==> config.mk <==
export PLATFORM = sky130hd
export DESIGN_NAME = rggen_external_mailbox
export DESIGN_NICKNAME = d
export VERILOG_FILES = /design/src/rtl/rggen_external_mailbox.sv
export SDC_FILE = /design/constraint.sdc
export NUM_CORES = 1
export LEC_CHECK = 0
export ABC_AREA = 0
export ABC_CLOCK_PERIOD_IN_PS = 4800
export BUFFER_PORTS_ARGS = -buffer_cell sky130_fd_sc_hd__buf_2
export CORE_MARGIN = 2
export CORE_UTILIZATION = 54
export CTS_CLUSTER_DIAMETER = 60
export DETAILED_ROUTE_END_ITERATION = 8
export GPL_TIMING_DRIVEN = 0
export PLACE_DENSITY = 0.81
export SYNTH_ARGS = -nofsm -noshare
export SYNTH_HDL_FRONTEND = slang
export SYNTH_SLANG_ARGS = --single-unit
==> constraint.sdc <==
create_clock -name clk -period 4.8 [get_ports clk]
set_input_delay 0.48 -clock clk [delete_from_list [all_inputs] [get_ports clk]]
set_output_delay 0.48 -clock clk [all_outputs]
set_load 0.02 [all_outputs]
==> src/rtl/rggen_external_mailbox.sv <==
// External-register mailbox: TX FIFO (bus -> host), RX FIFO (host -> bus), status and IRQ registers.
// Optional macro RGGEN_MAILBOX_ERROR_RESPONSE_EN: TX overflow / RX underflow complete with SLVERR.
module rggen_external_mailbox #(
  parameter int ADDRESS_WIDTH = 7,
  parameter int DATA_WIDTH    = 32,
  parameter int DEPTH         = 8
) (
  input  logic                     clk,
  input  logic                     rst_n,
  input  logic                     i_request,
  input  logic [ADDRESS_WIDTH-1:0] i_address,
  input  logic                     i_write,
  input  logic [DATA_WIDTH-1:0]    i_write_data,
  input  logic [3:0]               i_strobe,
  output logic                     o_done,
  output logic [DATA_WIDTH-1:0]    o_read_data,
  output logic [1:0]               o_status,
  output logic                     o_tx_valid,
  input  logic                     i_tx_ready,
  output logic [DATA_WIDTH-1:0]    o_tx_data,
  input  logic                     i_rx_valid,
  output logic                     o_rx_ready,
  input  logic [DATA_WIDTH-1:0]    i_rx_data,
  output logic                     o_irq
);
  localparam int PW = $clog2(DEPTH);
  localparam int CW = PW + 1;
  localparam int IW = ADDRESS_WIDTH - 2;
  localparam logic [IW-1:0] IDX_TX     = IW'(0);
  localparam logic [IW-1:0] IDX_RX     = IW'(1);
  localparam logic [IW-1:0] IDX_STATUS = IW'(2);
  localparam logic [IW-1:0] IDX_IRQ_EN = IW'(3);
`ifdef RGGEN_MAILBOX_ERROR_RESPONSE_EN
  localparam bit FLOW_ERROR = 1'b1;
`else
  localparam bit FLOW_ERROR = 1'b0;
`endif

  typedef enum logic {IDLE, RESP} state_t;
  state_t state, state_next;

  logic [DATA_WIDTH-1:0] tx_mem [DEPTH];
  logic [DATA_WIDTH-1:0] rx_mem [DEPTH];
  logic [PW-1:0] tx_wptr, tx_rptr, rx_wptr, rx_rptr;
  logic [CW-1:0] tx_count, rx_count, tx_count_next, rx_count_next;
  logic [1:0]    irq_en, irq_en_next;
  logic          irq;
  logic [DATA_WIDTH-1:0] resp_data, rdata, status_word, tx_wdata;
  logic [1:0]    resp_status;
  logic          access, illegal, tx_push_req, rx_pop_req, irq_en_wr;
  logic          tx_full, tx_empty, rx_full, rx_empty;
  logic          tx_push, tx_pop, rx_push, rx_pop, tx_overflow, rx_underflow;
  logic [IW-1:0] word_idx;
  logic          unused_addr;

  assign unused_addr = ^i_address[1:0];
  assign word_idx    = i_address[ADDRESS_WIDTH-1:2];
  assign access      = (state == IDLE) && i_request;

  assign tx_full  = (tx_count == CW'(DEPTH));
  assign tx_empty = (tx_count == '0);
  assign rx_full  = (rx_count == CW'(DEPTH));
  assign rx_empty = (rx_count == '0);

  assign tx_push      = tx_push_req && !tx_full;
  assign tx_overflow  = tx_push_req && tx_full;
  assign tx_pop       = i_tx_ready && !tx_empty;
  assign rx_pop       = rx_pop_req && !rx_empty;
  assign rx_underflow = rx_pop_req && rx_empty;
  assign rx_push      = i_rx_valid && !rx_full;

  assign o_done      = (state == RESP);
  assign o_read_data = resp_data;
  assign o_status    = resp_status;
  assign o_tx_valid  = !tx_empty;
  assign o_rx_ready  = !rx_full;
  assign o_tx_data   = tx_mem[tx_rptr];
  assign o_irq       = irq;

  always_ff @(posedge clk or negedge rst_n) begin
    if (!rst_n) state <= IDLE;
    else        state <= state_next;
  end

  always_comb begin
    state_next = state;
    case (state)
      IDLE:    if (i_request) state_next = RESP;
      RESP:    state_next = IDLE;
      default: state_next = IDLE;
    endcase
  end

  always_comb begin
    status_word        = '0;
    status_word[0]     = tx_full;
    status_word[1]     = tx_empty;
    status_word[2]     = rx_full;
    status_word[3]     = rx_empty;
    status_word[12:8]  = 5'(tx_count);
    status_word[20:16] = 5'(rx_count);
  end

  always_comb begin
    for (int unsigned i = 0; i < 4; i++)
      tx_wdata[8*i +: 8] = i_strobe[i] ? i_write_data[8*i +: 8] : 8'h00;
  end

  always_comb begin
    illegal     = 1'b0;
    tx_push_req = 1'b0;
    rx_pop_req  = 1'b0;
    irq_en_wr   = 1'b0;
    rdata       = '0;
    if (access) begin
      case (word_idx)
        IDX_TX:     if (i_write) tx_push_req = 1'b1; else illegal = 1'b1;
        IDX_RX:     if (i_write) illegal = 1'b1; else rx_pop_req = 1'b1;
        IDX_STATUS: if (i_write) illegal = 1'b1; else rdata = status_word;
        IDX_IRQ_EN: if (i_write) irq_en_wr = i_strobe[0];
                    else rdata = {{(DATA_WIDTH-2){1'b0}}, irq_en};
        default:    illegal = 1'b1;
      endcase
      if (rx_pop) rdata = rx_mem[rx_rptr];
    end
  end

  always_comb begin
    tx_count_next = tx_count;
    if (tx_push && !tx_pop)      tx_count_next = tx_count + CW'(1);
    else if (!tx_push && tx_pop) tx_count_next = tx_count - CW'(1);
    rx_count_next = rx_count;
    if (rx_push && !rx_pop)      rx_count_next = rx_count + CW'(1);
    else if (!rx_push && rx_pop) rx_count_next = rx_count - CW'(1);
    irq_en_next = irq_en_wr ? i_write_data[1:0] : irq_en;
  end

  always_ff @(posedge clk or negedge rst_n) begin
    if (!rst_n) begin
      tx_wptr     <= '0;
      tx_rptr     <= '0;
      rx_wptr     <= '0;
      rx_rptr     <= '0;
      tx_count    <= '0;
      rx_count    <= '0;
      irq_en      <= '0;
      irq         <= 1'b0;
      resp_data   <= '0;
      resp_status <= '0;
    end else begin
      if (tx_push) tx_wptr <= tx_wptr + PW'(1);
      if (tx_pop)  tx_rptr <= tx_rptr + PW'(1);
      if (rx_push) rx_wptr <= rx_wptr + PW'(1);
      if (rx_pop)  rx_rptr <= rx_rptr + PW'(1);
      tx_count <= tx_count_next;
      rx_count <= rx_count_next;
      irq_en   <= irq_en_next;
      // Interrupt reflects the state after this edge's pushes/pops and enable write.
      irq <= (irq_en_next[0] && (rx_count_next != '0)) ||
             (irq_en_next[1] && (tx_count_next == '0));
      if (access) begin
        resp_data   <= rdata;
        resp_status <= (illegal || (FLOW_ERROR && (tx_overflow || rx_underflow))) ? 2'b10 : 2'b00;
      end else begin
        resp_data   <= '0;
        resp_status <= '0;
      end
    end
  end

  always_ff @(posedge clk) begin
    if (tx_push) tx_mem[tx_wptr] <= tx_wdata;
    if (rx_push) rx_mem[rx_wptr] <= i_rx_data;
  end
endmodule
==> run_results.csv <==
group,metric,value,unit
run_status,status,"completed",
cts,clockBufferDepth,3,
synthesis,ys_warn_count,0,
synthesis,netlist_instances,1046,
synthesis,synth_cell_types,52,
setup_path,crit_path_end_kind,"output port",
floorplan,start_util,55.05,%
global_route,grt_first_pass_wirelength,69.70,mm
synthesis,seq_area_frac_synth,76.28,%
pwr,p_sw_share,28.23,%
sta,max_slew_margin,32.45,%
setup_path,required,4.32,ns
sta,worst_pin_slew,1.006,ns
sta,finalHoldViolCount,0,
setup_path,crit_type,"reg -> out",
floorplan,die_x,206.0,um
cts,cts_sinks,569,
sta,drv_slew,0,
synthesis,syn_nets,1136,
synthesis,syn_area,0.02202,sq mm
floorplan,coreArea,0.04001,sq mm
cts,cts_resized,0,
finish,area_growth,16.44,%
pwr,sequentialPowerShare,45.7,%
route,vias,10918,
synthesis,synth-main-ff-cell,"edfxtp_1",
pwr,p_comb_share,23.9,%
sta,max_freq,0.2849,GHz
synthesis,synth-edff-count,512,
floorplan,die_y,206.0,um
sta,setup_viol,0,
global_route,antenna_found_initial,6,
hold_path,hold_path.class,"in -> reg",
route,routedWlPerCell,25.27,um
global_route,grt_max_degree,58,
place,place_congestion,0.8008,
cts,cts_tree,"built",
sta,fin_crit,3.510,ns
finish,layout_common_cells,"512 x edfxtp_1, 160 x buf_2, 128 x mux4_2, 57 x dfrtp_1, 55 x clkbuf_16",
sta,min_period_over_period,73.13,%
cts,cts_setup_buffers,0,
pwr,ir_worst_vdd,0.3997,mV
synthesis,synthArstFlopShare,10.02,%
finish,layout_commonest_cell,"edfxtp_1",
synthesis,ys_ff_latch,569,
pwr,p_int,9.395,mW
sta,clock_skew,0.02795,ns
cts,clock_latency,0.61,ns
place,place_hpwl,28.81,mm
setup_path,critPathMaxFanout,10,
cts,clock-root-buffer,"clkbuf_16",
pwr,power.density,510.4,mW/mm^2
finish,drive_gt1_share,34.19,%
place,placed_area,0.02397,sq mm
floorplan,pin_count,151,
pwr,leakagePower,8.673,nW
route,wirelength,46.72,mm
pwr,power,13.09,mW
pwr,switchingPower,3.695,mW
cts,path_clk_slew,0.06,ns
route,first_iter_violations,935,
finish,fin_nets,1369,
setup_path,crit_arrival,3.03,ns
route,antenna_left,0,
finish,finalInstanceArea,0.02565,sq mm
place,port_buffers,146,
global_route,grtUsageTotal,22.62,%
route,vias_per_cell,5.905,
synthesis,syn_avg_cell_area,21.06,sq um
sta,rsz0062_at_grt,"false",
sta,whs,0.1315,ns
global_route,grt-ovfl-total,0,
pwr,power.share.clock,30.4,%
setup_path,start_kind,"register",
global_route,first_global_vias,11401,
cts,htree_levels,2,
route,firstDrtPassIters,5,
floorplan,die-area,0.04242,sq mm
route,drc,0,
cts,cts_buffers,54,
floorplan,row_count,73,
job,maxCapViolCount,0,
-- metrics by stage --
step	std cells	utilization (%)	TNS (ns)	setup slack, ns
2_1_floorplan	1046	-	0	0.7125
3_3_place_gp	1717	58.54	-288.55	-1.660
3_5_place_dp	1747	59.92	0	1.665
4_1_cts	1847	64.09	0	1.164
5_1_grt	1847	64.09	0	1.049
6_report	1849	64.11	0	1.290
-- timing repair --
action / CTS / global route
setup endpoints to repair: 0 / 0
hold buffers: 1 / 0
endpoints found under the hold margin: 14 / 0
-- final timing paths --
path	slack (ns)	from	depth (start not counted)	endpoint
worst min register to register	0.49	tx_wptr[2]	1	tx_wptr[2]
worst max register to register	1.65	tx_count[0]	9	tx_mem[0][18]
worst max-delay path	1.29	tx_rptr[0]	5	o_tx_data[21]
max in group asynchronous	3.66	rst_n	2	rx_wptr[1]
min in group asynchronous	0.52	rst_n	2	o_read_data[26]
worst min-delay path	0.13	i_rx_data[26]	1	rx_mem[5][26]
-- cells by family (layout without fill, tap and decap cells) --
kind of cell               count (synthesis)  in the layout  share of synthesized area (%)
muxes                                    198            198                          16.54
adders and majority gates                  9              9                         0.5113
DFF                                      569            569                          76.28
xor gates and xnor gates                  13             13                         0.6022
and+or+nand+nor                          161            161                          3.829
buffers and inverters                     57            333                          1.142
other                                      1              3                        0.01703
AOI/OAI and AO/OA                         38             38                          1.074
-- synthesized netlist by cell type, types with 3 or more instances --
cell      number  area [sq um]
a21oi_1       20         100.1
and2_1        32         200.2
and3_1         3         18.77
buf_1          9         33.78
buf_2         15         75.07
clkbuf_1      22         82.58
dfrtp_1       57          1426
edfxtp_1     512         15370
ha_1           9         112.6
inv_1          8         30.03
mux2_2        35         394.1
mux2i_1       34         340.3
mux4_2       128          2883
nand2_1       24         90.09
nand2b_1       7         43.79
nand3b_1       5         37.54
nand4_1        3         18.77
nor2_1        59         221.5
nor3_1        11         55.05
o21ai_0        3         15.01
or4b_1         3         30.03
xnor2_1       11         96.34
-- registers in the layout, summed over array words and instances, names as in the netlist --
register and cells:
rx_mem 256, tx_mem 256, o_read_data 32, rx_count 4, tx_count 4, rx_rptr 3
rx_wptr 3, tx_rptr 3, tx_wptr 3, irq_en 2, o_done 1, o_irq 1
o_status 1
-- area by class of cell --
cell class                      instances  area, sq um
Antenna cell                            2        5.005
Inverter                                8        30.03
Buffer                                 49        221.5
Fill cell                            2567        14360
Sequential cell                       569        16800
Timing Repair Buffer                  177         1186
Tap cell                              525        656.9
Clock inverter                         31        235.2
Clock buffer                           68         1425
Multi-Input combinational cell        420         5085
-- routing by layer --
layer	GRT usage (%)	up-vias	part of all wire (%)
met4	6.046	10	2.1
met1	28.82	5673	38
met5	0	-	0.15
met3	5.125	91	7.2
li1	-	4710	-
met2	39.44	434	53
-- power groups by stage --
stage	clock (mW)	sequential, mW	combinational [mW]
final	3.97	5.98	3.13
after global routing	4.22	6.01	3.36
after CTS	4.05	5.98	3.18
after detailed placement	0	6.08	3.14
after global placement	0	6.08	2.97
after floorplan	0	6.04	2.18
-- critical path: stages, from the launching register on --
cell      delay [ns]
dfrtp_1         0.38
clkbuf_1        0.53
buf_2           0.49
mux4_2          0.58
mux2_2          0.29
buf_2           0.16
(Power assumes the default switching activity.)
